`src/rtl/ts_channel_monitor.sv`:
```
// MPEG2-TS per-channel input monitor: 0x47 packet alignment, signal presence, saturating error count.
// Define TS_TEI_CHECK_EN to also count transport-error-indicator bits as errors while locked.
//   state     | meaning
//   ST_HUNT   | searching for any 0x47 byte
//   ST_VERIFY | candidate alignment, confirming sync bytes at packet spacing
//   ST_LOCKED | aligned; missed sync bytes are counted as errors
module ts_channel_monitor #(
    parameter int PKT_LEN  = 188,
    parameter int LOCK_N   = 3,
    parameter int UNLOCK_N = 3,
    parameter int TIMEOUT  = 1024
) (
    input  logic       clk,
    input  logic       rst,
    input  logic       byte_valid,
    input  logic [7:0] byte_data,
    input  logic       clr_count,
    output logic       sync,
    output logic       valid,
    output logic [7:0] err_count
);
    localparam int         POS_W     = $clog2(PKT_LEN);
    localparam int         LOCK_W    = $clog2(LOCK_N + 1);
    localparam int         MISS_W    = $clog2(UNLOCK_N + 1);
    localparam logic [7:0] SYNC_BYTE = 8'h47;

    typedef enum logic [1:0] {
        ST_HUNT,
        ST_VERIFY,
        ST_LOCKED
    } state_t;

    state_t              r_state;
    logic [POS_W-1:0]    r_pos;
    logic [LOCK_W-1:0]   r_lock_cnt;
    logic [MISS_W-1:0]   r_miss_cnt;
    logic [15:0]         r_idle;
    logic                r_sync;
    logic                r_valid;
    logic [7:0]          r_err_count;

    logic                w_is_sync;
    logic                w_pos_zero;
    logic [POS_W-1:0]    w_pos_inc;
    logic [15:0]         w_idle_next;
    logic                w_timeout;
    logic                w_sync_miss;
    logic                w_tei_err;
    logic                w_err_evt;

    assign w_is_sync   = (byte_data == SYNC_BYTE);
    assign w_pos_zero  = (r_pos == '0);
    assign w_pos_inc   = (r_pos == POS_W'(PKT_LEN - 1)) ? '0 : r_pos + POS_W'(1);
    assign w_idle_next = (r_idle == 16'(TIMEOUT)) ? r_idle : r_idle + 16'd1;
    assign w_timeout   = !byte_valid && (w_idle_next == 16'(TIMEOUT));
    assign w_sync_miss = byte_valid && (r_state == ST_LOCKED) && w_pos_zero && !w_is_sync;

`ifdef TS_TEI_CHECK_EN
    assign w_tei_err   = byte_valid && (r_state == ST_LOCKED) && (r_pos == POS_W'(1)) && byte_data[7];
`else
    assign w_tei_err   = 1'b0;
`endif

    assign w_err_evt   = w_sync_miss || w_tei_err;

    always_ff @(posedge clk or posedge rst) begin
        if (rst) begin
            r_state    <= ST_HUNT;
            r_pos      <= '0;
            r_lock_cnt <= '0;
            r_miss_cnt <= '0;
            r_idle     <= '0;
            r_sync     <= 1'b0;
            r_valid    <= 1'b0;
        end else if (byte_valid) begin
            r_idle  <= '0;
            r_valid <= 1'b1;
            case (r_state)
                ST_HUNT: begin
                    if (w_is_sync) begin
                        r_state    <= ST_VERIFY;
                        r_lock_cnt <= LOCK_W'(1);
                        r_pos      <= POS_W'(1);
                    end
                end
                ST_VERIFY: begin
                    if (!w_pos_zero) begin
                        r_pos <= w_pos_inc;
                    end else if (w_is_sync) begin
                        r_pos      <= w_pos_inc;
                        r_lock_cnt <= r_lock_cnt + LOCK_W'(1);
                        if (r_lock_cnt == LOCK_W'(LOCK_N - 1)) begin
                            r_state    <= ST_LOCKED;
                            r_sync     <= 1'b1;
                            r_miss_cnt <= '0;
                        end
                    end else begin
                        // The failing byte is consumed here, not re-examined by HUNT.
                        r_state    <= ST_HUNT;
                        r_lock_cnt <= '0;
                        r_pos      <= '0;
                    end
                end
                ST_LOCKED: begin
                    r_pos <= w_pos_inc;
                    if (w_pos_zero) begin
                        if (w_is_sync) begin
                            r_miss_cnt <= '0;
                        end else if (r_miss_cnt == MISS_W'(UNLOCK_N - 1)) begin
                            r_state    <= ST_HUNT;
                            r_sync     <= 1'b0;
                            r_miss_cnt <= '0;
                            r_lock_cnt <= '0;
                            r_pos      <= '0;
                        end else begin
                            r_miss_cnt <= r_miss_cnt + MISS_W'(1);
                        end
                    end
                end
                default: begin
                    r_state <= ST_HUNT;
                    r_sync  <= 1'b0;
                    r_pos   <= '0;
                end
            endcase
        end else begin
            r_idle <= w_idle_next;
            if (w_timeout) begin
                r_valid    <= 1'b0;
                r_state    <= ST_HUNT;
                r_sync     <= 1'b0;
                r_pos      <= '0;
                r_lock_cnt <= '0;
                r_miss_cnt <= '0;
            end
        end
    end

    // Clear has priority over a coincident error; the count never wraps.
    always_ff @(posedge clk or posedge rst) begin
        if (rst) begin
            r_err_count <= '0;
        end else if (clr_count) begin
            r_err_count <= '0;
        end else if (w_err_evt && (r_err_count != 8'hFF)) begin
            r_err_count <= r_err_count + 8'd1;
        end
    end

    assign sync      = r_sync;
    assign valid     = r_valid;
    assign err_count = r_err_count;

endmodule

```
`config.mk`:
```
export PLATFORM = sky130hd
export DESIGN_NAME = ts_channel_monitor
export DESIGN_NICKNAME = d
export VERILOG_FILES = /design/src/rtl/ts_channel_monitor.sv
export SDC_FILE = /design/constraint.sdc
export NUM_CORES = 1
export LEC_CHECK = 0
export ABC_AREA = 1
export ABC_CLOCK_PERIOD_IN_PS = 1900
export CAP_MARGIN = 40
export CORE_AREA = 2 2 72 74
export CTS_CLUSTER_DIAMETER = 40
export CTS_CLUSTER_SIZE = 12
export DETAILED_ROUTE_END_ITERATION = 7
export DIE_AREA = 0 0 74 76
export DONT_BUFFER_PORTS = 1
export PLACE_DENSITY_LB_ADDON = 0.25
export SYNTH_ARGS = -nofsm -noshare
export SYNTH_HDL_FRONTEND = slang
export SYNTH_SLANG_ARGS = --single-unit
```
`constraint.sdc`:
```
create_clock -name clk -period 1.9 [get_ports clk]
set_input_delay 0.475 -clock clk [delete_from_list [all_inputs] [get_ports clk]]
set_output_delay 0.475 -clock clk [all_outputs]
set_load 0.05 [all_outputs]
```
==> results.yml <==
setup_path:
  r2r_end: "r_pos[6]$_DFFE_PP0P_"
  cp_max_fo: 8
  rr_startpoint: "r_idle[8]$_DFF_PP0_"
  crit_type: "flop to flop"
  worst-endpoint-required_ps: 2090
  crit_slowest_cell: "dfrtp_2"
  critical_path_depth: 13
  cp_common_cell: "nand2_1"
  r2r_slack_ps: -110
  worst_setup_path_start_kind: "flop"
  critPathBufInv: 0
  critPathMaxStageDelay_ps: 420
  cp.arrival_ps: 2200
  crit_path_end_kind: "flop"
  crit_family: "simple AND/OR/NAND/NOR gates"
  reg2reg_depth: 13
  worstPathCellList: "nand2_1 > nor2_2 > nand2_1 > o21ai_2 > nand2_1 > nor2_1 > nand2_1 > nor2_2 > nand2_2 > nand2_8 > nand2_8 > nand2_2 > o21ai_2"
floorplanning:
  dieArea_mm2: 0.00562
  placementRows: 26
  die_w_um: 74
  start_util_pct: 53.8
  ios: 22
  dieHeight_um: 76
  coreArea_mm2: 0.00491
logic_synthesis:
  yosysTopAreaCell: "dfrtp_1"
  syn_avg_cell_area_um2: 7.11
  synth-xor-area-share_pct: 4.31
  yosysSeqAreaShare_pct: 37.9
  yosysMostFrequentCell: "nand2_1"
  netlist_area_mm2: 0.00264
  syn-num-nets: 394
  synth_cells: 372
  synthDistinctLibCells: 30
  yosys.area_share.simple_pct: 36.3
  netlist.area_leader.share_pct: 37.9
  synth_area_leaders: "dfrtp_1 38%, nand2_1 12%, nor2_1 9.2%"
  muxShareOfSynthArea_pct: 0
  synthArstFlopShare_pct: 100
  synth_compound_area_share_pct: 9.04
  synth_edf_count: 0
  ys_ff_latch: 40
  synth_top_family_by_area: "simple AND/OR/NAND/NOR gates"
  yosys.area_share.adder_pct: 4.73
  ys.flop_type: "dfrtp_1"
  synth_common_cells: "86 x nand2_1, 65 x nor2_1, 49 x inv_1"
  yosysWarningCount: 0
flow_run:
  maxCapViolations: 0
pwr:
  combPwrFrac_pct: 23.2
  p_leak_nw: 1.66
  p_clk_share_pct: 32.0
  p_sw_w: 0.000693
  ir_worst_vdd_mv: 0.446
  internal-power_w: 0.00148
  swShare_pct: 31.9
  seq_power_share_pct: 44.9
  finalPower_w: 0.00218
  power.density_mw_per_mm2: 624
clocking:
  clock_latency_ps: 290
  htree_levels: 2
  root_buffer: "clkbuf_8"
  cts_tree: "yes"
  path_clk_slew_ps: 80
  cts_max_path_buffers: 2
  numCtsBuffers: 5
  cts_num_sinks: 40
timing:
  relSlewSlack_pct: 60.2
  worst_slack_ps: -109
  finalSetupViolCount: 16
  post-route-period-util_pct: 106
  hold_viol: 0
  worstMarginPinSlew_ps: 596
  hold_ws_ps: 168
  clock_skew_ps: 6.59
  slew_violations: 0
  fin_crit_ps: 2010
  fmax_mhz: 498
  rsz0062_at_grt: "true"
placed_design:
  placed_cell_area_mm2: 0.00300
  dpl.hpwl_um: 4330
  io_buffers: 0
  place.gp.congestion: 0.895
  place_ws_ps: -191
finish:
  fillers: 388
  final_nets: 452
  area_growth_pct: 31.9
  design_area_mm2: 0.00349
  antenna_cells: 0
  drive_above_1_share_pct: 33.4
global_route:
  grtUsageTotal_pct: 23.7
  grt_pass1_vias: 2513
  grt_pass1_wl_um: 10700
  grt_antenna_before_repair: 0
  grt.overflow.total: 0
  grt_max_degree: 41
routing:
  wl_per_cell_um: 12.8
  drcViolationCount: 0
  dr.pass1.iters: 4
  vias: 2574
  routed_wl_um: 6410
  vias_per_cell: 5.14
  drtIter0Drc: 117
  postRouteAntennaNets: 0
worst_hold_path:
  holdCritPathClass: "primary input to asynchronous set/reset pin"
run_status:
  violations: "negative setup slack"
  status: "finished, violations left"
[layout by cell type, fill, tap and decap left out, drive strengths merged, types with 2 or more instances in the layout]
cell type  count
or2            2
xor2          11
nand2         94
xnor2          2
dfrtp         40
nand3         30
nor3           9
a21oi         15
o2111ai        2
o21ai         18
ha            10
nor2          69
clkbuf         5
nand4         10
buf           53
inv           49
nand3b         2
[worst register-to-register path, delay by kind of cell, from the launching register on]
kind	cells	cell delay, ps
DFF	1	420
and+or+nand+nor	11	1270
AOI/OAI and AO/OA	2	220
[flip-flops by register name, summed over array words and instances (netlist names)]
signal,cells
r_pos,8
err_count,8
r_idle,16
r_state,2
r_lock_cnt,2
valid,1
r_miss_cnt,2
sync,1
[cell families after synthesis]
kind of cell | Yosys count
and+or+nand+nor | 218
buffers and inverters | 53
DFF | 40
AOI/OAI and AO/OA | 38
xor gates and xnor gates | 13
adders and majority gates | 10
[layout make-up]
type | instances | area (µm²) | area share (%)
Inverter | 49 | 184 | 5.27
Timing Repair Buffer | 53 | 409 | 11.7
Clock buffer | 5 | 68.8 | 1.97
Clock inverter | 3 | 42.5 | 1.22
Tap cell | 70 | 87.6 | 2.51
Multi-Input combinational cell | 281 | 1690 | 48.3
Sequential cell | 40 | 1010 | 29.0
[per-layer routing]
metal	vias up	share of wire, %	track usage, %
met5	-	0	0
met4	0	1.2	8.55
met3	8	2.5	3.84
met2	40	53	40.5
met1	1220	43	29.7
li1	1306	-	-
[through the flow]
stage / util, % / setup TNS (ps) / std cells
finish: 71.0 / -1320 / 501
global route: 71.0 / -3260 / 501
CTS: 66.6 / -723 / 492
detailed placement: 61.0 / -2110 / 476
global placement: 61.0 / -940 / 476
floorplan: - / 0 / 372
[power groups by stage]
stage | Combinational, W | Sequential, W | Clock (W)
finish | 0.000504 | 0.000976 | 0.000696
CTS | 0.000460 | 0.000975 | 0.000709
global route | 0.000571 | 0.000983 | 0.000742
detailed placement | 0.000414 | 0.000984 | 0
floorplan | 0.000308 | 0.000981 | 0
global placement | 0.000404 | 0.000984 | 0
[worst max path at each step]
stage	to	slack, ps	startpoint
final	r_pos[6]$_DFFE_PP0P_	-110	r_idle[8]$_DFF_PP0_
after global routing	r_pos[6]$_DFFE_PP0P_	-220	r_idle[8]$_DFF_PP0_
after CTS	r_lock_cnt[1]$_DFFE_PP0P_	-70	r_idle[0]$_DFF_PP0_
after detailed placement	r_pos[4]$_DFFE_PP0P_	-190	r_idle[1]$_DFF_PP0_
after global placement	r_pos[4]$_DFFE_PP0P_	-110	r_idle[1]$_DFF_PP0_
after floorplan	err_count[7]$_DFFE_PP0P_	20	err_count[0]$_DFFE_PP0P_
[what timing repair did]
action / CTS / global route
gates cloned: 2 / 0
setup buffers: 6 / 9
hold buffers: 0 / 0
hold endpoints to repair: 0 / 0
gates resized for setup: 29 / 46
endpoints found under the setup margin: 17 / 20
pin swaps: 7 / 25
No activity file was read; power rests on OpenSTA's default activity.
